File: src/rtl/ram_arbiter_2p_if.sv
// Two requester ports plus the single-port RAM side, shared by the arbiter and its environment.
interface ram_arbiter_2p_if #(
  parameter int unsigned ADDR_WIDTH = 6,
  parameter int unsigned DATA_WIDTH = 8
);
  logic                  a_req;
  logic                  a_we;
  logic [ADDR_WIDTH-1:0] a_addr;
  logic [DATA_WIDTH-1:0] a_wdata;
  logic                  a_gnt;
  logic                  a_rvalid;
  logic [DATA_WIDTH-1:0] a_rdata;

  logic                  b_req;
  logic                  b_we;
  logic [ADDR_WIDTH-1:0] b_addr;
  logic [DATA_WIDTH-1:0] b_wdata;
  logic                  b_gnt;
  logic                  b_rvalid;
  logic [DATA_WIDTH-1:0] b_rdata;

  logic [DATA_WIDTH-1:0] ram_data;
  logic [ADDR_WIDTH-1:0] ram_addr;
  logic                  ram_we;
  logic [DATA_WIDTH-1:0] ram_q;

  // requesters and the RAM model
  modport master (
    output a_req, a_we, a_addr, a_wdata, b_req, b_we, b_addr, b_wdata, ram_q,
    input  a_gnt, a_rvalid, a_rdata, b_gnt, b_rvalid, b_rdata, ram_data, ram_addr, ram_we
  );

  // arbiter
  modport slave (
    input  a_req, a_we, a_addr, a_wdata, b_req, b_we, b_addr, b_wdata, ram_q,
    output a_gnt, a_rvalid, a_rdata, b_gnt, b_rvalid, b_rdata, ram_data, ram_addr, ram_we
  );
endinterface

File: src/rtl/ram_arbiter_2p.sv
// Two-requester arbiter in front of a single-port synchronous RAM, one access per clock.
// Define RAM_ARB_FIXED_PRIO_EN to give A fixed priority instead of round-robin.
module ram_arbiter_2p #(
  parameter int unsigned ADDR_WIDTH = 6,
  parameter int unsigned DATA_WIDTH = 8
) (
  input logic              clk,
  input logic              rst,
  ram_arbiter_2p_if.slave  bus
);

  logic gnt_a_c;
  logic gnt_b_c;

`ifdef RAM_ARB_FIXED_PRIO_EN
  assign gnt_a_c = !rst && bus.a_req;
`else
  // last_b = 1 means B was granted most recently; reset value lets A win first contention
  logic last_b;

  assign gnt_a_c = !rst && bus.a_req && (!bus.b_req || last_b);

  always_ff @(posedge clk or posedge rst) begin
    if (rst) begin
      last_b <= 1'b1;
    end else if (gnt_a_c || gnt_b_c) begin
      last_b <= gnt_b_c;
    end
  end
`endif

  assign gnt_b_c = !rst && bus.b_req && !gnt_a_c;

  assign bus.a_gnt = gnt_a_c;
  assign bus.b_gnt = gnt_b_c;

  // RAM port mux: zeros when idle
  always_comb begin
    bus.ram_we   = 1'b0;
    bus.ram_addr = ADDR_WIDTH'(0);
    bus.ram_data = DATA_WIDTH'(0);
    if (gnt_a_c) begin
      bus.ram_we   = bus.a_we;
      bus.ram_addr = bus.a_addr;
      bus.ram_data = bus.a_wdata;
    end else if (gnt_b_c) begin
      bus.ram_we   = bus.b_we;
      bus.ram_addr = bus.b_addr;
      bus.ram_data = bus.b_wdata;
    end
  end

  // RAM read latency is one clock, so rvalid tracks a granted read by one cycle
  always_ff @(posedge clk or posedge rst) begin
    if (rst) begin
      bus.a_rvalid <= 1'b0;
      bus.b_rvalid <= 1'b0;
    end else begin
      bus.a_rvalid <= gnt_a_c && !bus.a_we;
      bus.b_rvalid <= gnt_b_c && !bus.b_we;
    end
  end

  assign bus.a_rdata = bus.ram_q;
  assign bus.b_rdata = bus.ram_q;

endmodule

File: src/flat_wrapper.sv
// flat-port wrapper written by rule: the top's interface ports become plain ports
module ram_arbiter_2p_flat 
#(
  parameter int unsigned ADDR_WIDTH = 6,
  parameter int unsigned DATA_WIDTH = 8
)
  (clk, rst, bus_a_req, bus_a_we, bus_a_addr, bus_a_wdata, bus_b_req, bus_b_we, bus_b_addr, bus_b_wdata, bus_ram_q, bus_a_gnt, bus_a_rvalid, bus_a_rdata, bus_b_gnt, bus_b_rvalid, bus_b_rdata, bus_ram_data, bus_ram_addr, bus_ram_we);
  ram_arbiter_2p_if #(.ADDR_WIDTH(ADDR_WIDTH), .DATA_WIDTH(DATA_WIDTH)) bus_i ();
  input logic clk;
  input logic rst;
  input wire logic [$bits(bus_i.a_req)-1:0] bus_a_req;
  input wire logic [$bits(bus_i.a_we)-1:0] bus_a_we;
  input wire logic [$bits(bus_i.a_addr)-1:0] bus_a_addr;
  input wire logic [$bits(bus_i.a_wdata)-1:0] bus_a_wdata;
  input wire logic [$bits(bus_i.b_req)-1:0] bus_b_req;
  input wire logic [$bits(bus_i.b_we)-1:0] bus_b_we;
  input wire logic [$bits(bus_i.b_addr)-1:0] bus_b_addr;
  input wire logic [$bits(bus_i.b_wdata)-1:0] bus_b_wdata;
  input wire logic [$bits(bus_i.ram_q)-1:0] bus_ram_q;
  output wire logic [$bits(bus_i.a_gnt)-1:0] bus_a_gnt;
  output wire logic [$bits(bus_i.a_rvalid)-1:0] bus_a_rvalid;
  output wire logic [$bits(bus_i.a_rdata)-1:0] bus_a_rdata;
  output wire logic [$bits(bus_i.b_gnt)-1:0] bus_b_gnt;
  output wire logic [$bits(bus_i.b_rvalid)-1:0] bus_b_rvalid;
  output wire logic [$bits(bus_i.b_rdata)-1:0] bus_b_rdata;
  output wire logic [$bits(bus_i.ram_data)-1:0] bus_ram_data;
  output wire logic [$bits(bus_i.ram_addr)-1:0] bus_ram_addr;
  output wire logic [$bits(bus_i.ram_we)-1:0] bus_ram_we;
  assign bus_i.a_req = bus_a_req;
  assign bus_i.a_we = bus_a_we;
  assign bus_i.a_addr = bus_a_addr;
  assign bus_i.a_wdata = bus_a_wdata;
  assign bus_i.b_req = bus_b_req;
  assign bus_i.b_we = bus_b_we;
  assign bus_i.b_addr = bus_b_addr;
  assign bus_i.b_wdata = bus_b_wdata;
  assign bus_i.ram_q = bus_ram_q;
  assign bus_a_gnt = bus_i.a_gnt;
  assign bus_a_rvalid = bus_i.a_rvalid;
  assign bus_a_rdata = bus_i.a_rdata;
  assign bus_b_gnt = bus_i.b_gnt;
  assign bus_b_rvalid = bus_i.b_rvalid;
  assign bus_b_rdata = bus_i.b_rdata;
  assign bus_ram_data = bus_i.ram_data;
  assign bus_ram_addr = bus_i.ram_addr;
  assign bus_ram_we = bus_i.ram_we;
  ram_arbiter_2p #(.ADDR_WIDTH(ADDR_WIDTH), .DATA_WIDTH(DATA_WIDTH)) u_core (.clk(clk), .rst(rst), .bus(bus_i));
endmodule
File: config.mk
export PLATFORM = sky130hd
export DESIGN_NAME = ram_arbiter_2p_flat
export DESIGN_NICKNAME = d
export VERILOG_FILES = /design/src/rtl/ram_arbiter_2p_if.sv /design/src/rtl/ram_arbiter_2p.sv /design/src/flat_wrapper.sv
export SDC_FILE = /design/constraint.sdc
export NUM_CORES = 1
export LEC_CHECK = 0
export BUFFER_PORTS_ARGS = -buffer_cell sky130_fd_sc_hd__buf_2
export CAP_MARGIN = 20
export CORE_AREA = 3 3 53 55
export DETAILED_ROUTE_END_ITERATION = 10
export DIE_AREA = 0 0 56 58
export PLACE_DENSITY = 0.73
export SLEW_MARGIN = 20
export SYNTH_ARGS = -nofsm -noshare
export SYNTH_HDL_FRONTEND = slang
export SYNTH_SLANG_ARGS = --single-unit
File: constraint.sdc
create_clock -name clk -period 3.9 [get_ports clk]
set_clock_uncertainty 0.1 [all_clocks]
set_input_delay 0.39 -clock clk [delete_from_list [all_inputs] [get_ports clk]]
set_output_delay 0.39 -clock clk [all_outputs]
set_load 0.1 [all_outputs]
==> results.ini <==
[timing]
final-hold-violation-count=0
worst_pin_slew_ps=882
fin_tns_setup_ps=0
fmax_mhz=430
setup_ws_ps=1570
maxSlewViolCount=0
fin_crit_sh_pct=59.7
layout_min_cycle_time_ps=2330
relSlewSlack_pct=40.9
finalSetupViolCount=0
rsz0062_at_grt=no

[logic_synthesis]
netlist_area_um2=709
synth_most_common_cell=nand2b_1
syn_area_per_cell_um2=8.55
synth_top_area_share_pct=28.2
async_reset_ff_share_pct=100
synth.area.top_cells=nand2b_1, o32ai_2, buf_4, dfrtp_1, o32ai_1
yosys_warnings=0
ys_top_cells_by_count=nand2b_1, buf_4, o32ai_2
ys_types=19
synth_area_leader_cell=nand2b_1
synth_edf_count=0
synthesis.nets=125
netlist_instances=83
ys_ff_latch=3
synth-main-ff-cell=dfrtp_1
seq_area_frac_synth_pct=10.8

[clock_tree]
htreeDepth=1
cts_root_buffer=clkbuf_4
cts_made_buffers=3
postCtsSetupBuffers=0
postCtsHoldBufs=0
clkTransAtPathRegs_ps=40
cts_resized=0
tritoncts=done
cts_buffer_depth=2
clk-insertion-delay-late_ps=230
clock_sinks=3

[setup_path]
r2r_slack_ps=2450
crit_path_end=bus_ram_data[1]
r2r_start=u_core.last_b
crit_start=u_core.last_b
cp.arrival_ps=1840
start_kind=flop
critPathMaxFanout=17
worstSetupPathType=reg2out
endpoint_kind=output pin
crit_required_ps=3410
r2r-end=u_core.bus.a_rvalid
rr_worst_depth=2

[layout]
area_delta_synth_final_pct=22.6
layout-drive-gt1-share_pct=59.5
diodes=0
fin_nets=159

[route]
wire_per_inst_um=12.0
dr.pass1.iters=3
antenna_left=0
viasPerCell=4.75
drt_iter0_markers=23
num_vias=694
route.detailed.drc=0
drt_wl_total_um=1750

[placement]
finalWeightedCongestion=0.832
io_buffers=52
dpl.hpwl_um=1380
detailedPlace.worstSlack_ps=1640

[global_routing]
grt_pass1_wl_um=2870
use_met3_pct=0.891
met2_usage_pct=22.4
antenna_found_initial=0
grt_usage_pct=10.7
grt_overflow_total=0
gr-max-usage-layer=met2
grt_pass1_vias=745
grt_max_degree=35
grtUsageMet1_pct=9.96

[min_path]
hold_path.class=in2async

[die]
dieArea_mm2=0.00325
boundaryPins=77
core_area_mm2=0.00243
rows=18
die_y_um=58
dieWidth_um=56
initial_core_util_pct=29.2

[pwr]
leakage_uw=0.000418
vdd_ir_drop_max_mv=0.139
power.density_mw_per_mm2=333

[status]
status=complete, no violations

[run]
maxCapViolations=0

==> layer usage <==
metal	share of wire, %	up-vias
met3	10	2
met1	35	315
met4	0.11	0
met5	0	-
met2	55	35
li1	-	342
==> layout make-up <==
class / count / area (um2)
clock buffer: 4 / 26.3
fill: 266 / 1560
inverter: 2 / 7.51
multi-input combinational: 55 / 462
sequential: 3 / 76.3
tap: 30 / 37.5
timing repair buffer: 52 / 260
==> logic make-up (layout without fill, tap and decap cells) <==
family / count (synthesis) / count (layout) / share of synthesized area, %
AO/OA/AOI/OAI: 19 / 19 / 33.3
buffers and inverters: 25 / 58 / 24.5
flip-flops: 3 / 3 / 10.8
AND/OR/NAND/NOR: 36 / 36 / 31.4
==> critical path, cell delays in order, from the launching register on <==
cell and delay (ps):
dfstp_2 390, nor2b_2 700, o32ai_2 180, buf_2 330
==> flip-flops by register name, summed over array words and instances, names as in the netlist <==
name                 flops
u_core.last_b            1
u_core.bus.a_rvalid      1
u_core.bus.b_rvalid      1
==> stage by stage <==
step | power (uW) | hold WS (ps) | std cells | area (um2) | util, %
global route | 306 | 155 | 146 | 870 | 35.8
finish | 290 | 113 | 146 | 870 | 35.8
CTS | 295 | 117 | 146 | 870 | 35.8
floorplan | 286 | 206 | 83 | 709 | -
global placement | 235 | 332 | 142 | 843 | 34.7
detailed placement | 239 | 358 | 142 | 843 | 34.7
==> how the worst min path moves through the flow <==
| stage | from | endpoint | slack [ps] | cells after the start |
|---|---|---|---|---|
| 2_1_floorplan | rst | u_core.bus.a_rvalid | 210 | 2 |
| 3_5_place_dp | rst | u_core.bus.a_rvalid | 360 | 2 |
| 4_1_cts | rst | u_core.bus.b_rvalid | 120 | 2 |
| 3_3_place_gp | rst | u_core.bus.b_rvalid | 330 | 2 |
| 6_report | rst | u_core.bus.b_rvalid | 110 | 2 |
| 5_1_grt | rst | u_core.bus.a_rvalid | 150 | 2 |
==> power by group <==
part           switching, uW  leakage (uW)  internal [uW]
clock network           14.2     0.0000150           38.2
registers               3.86     0.0000377           35.9
logic                    152      0.000366           45.7
total                    170      0.000418            120
==> layout by cell type (no fill, tap or decap) <==
master,Yosys,layout
nor2_1,1,1
nor3b_1,1,1
a21o_1,1,1
nor2b_2,0,1
o32ai_1,5,5
nand2b_1,32,32
a21oi_1,1,1
nor3_1,1,1
clkbuf_1,3,1
a211oi_1,1,1
dfstp_2,1,1
inv_2,1,1
o32ai_2,10,10
dfrtp_1,2,2
buf_2,1,52
inv_1,1,1
clkbuf_4,0,3
a21bo_2,1,1
(Power assumes the default switching activity.)
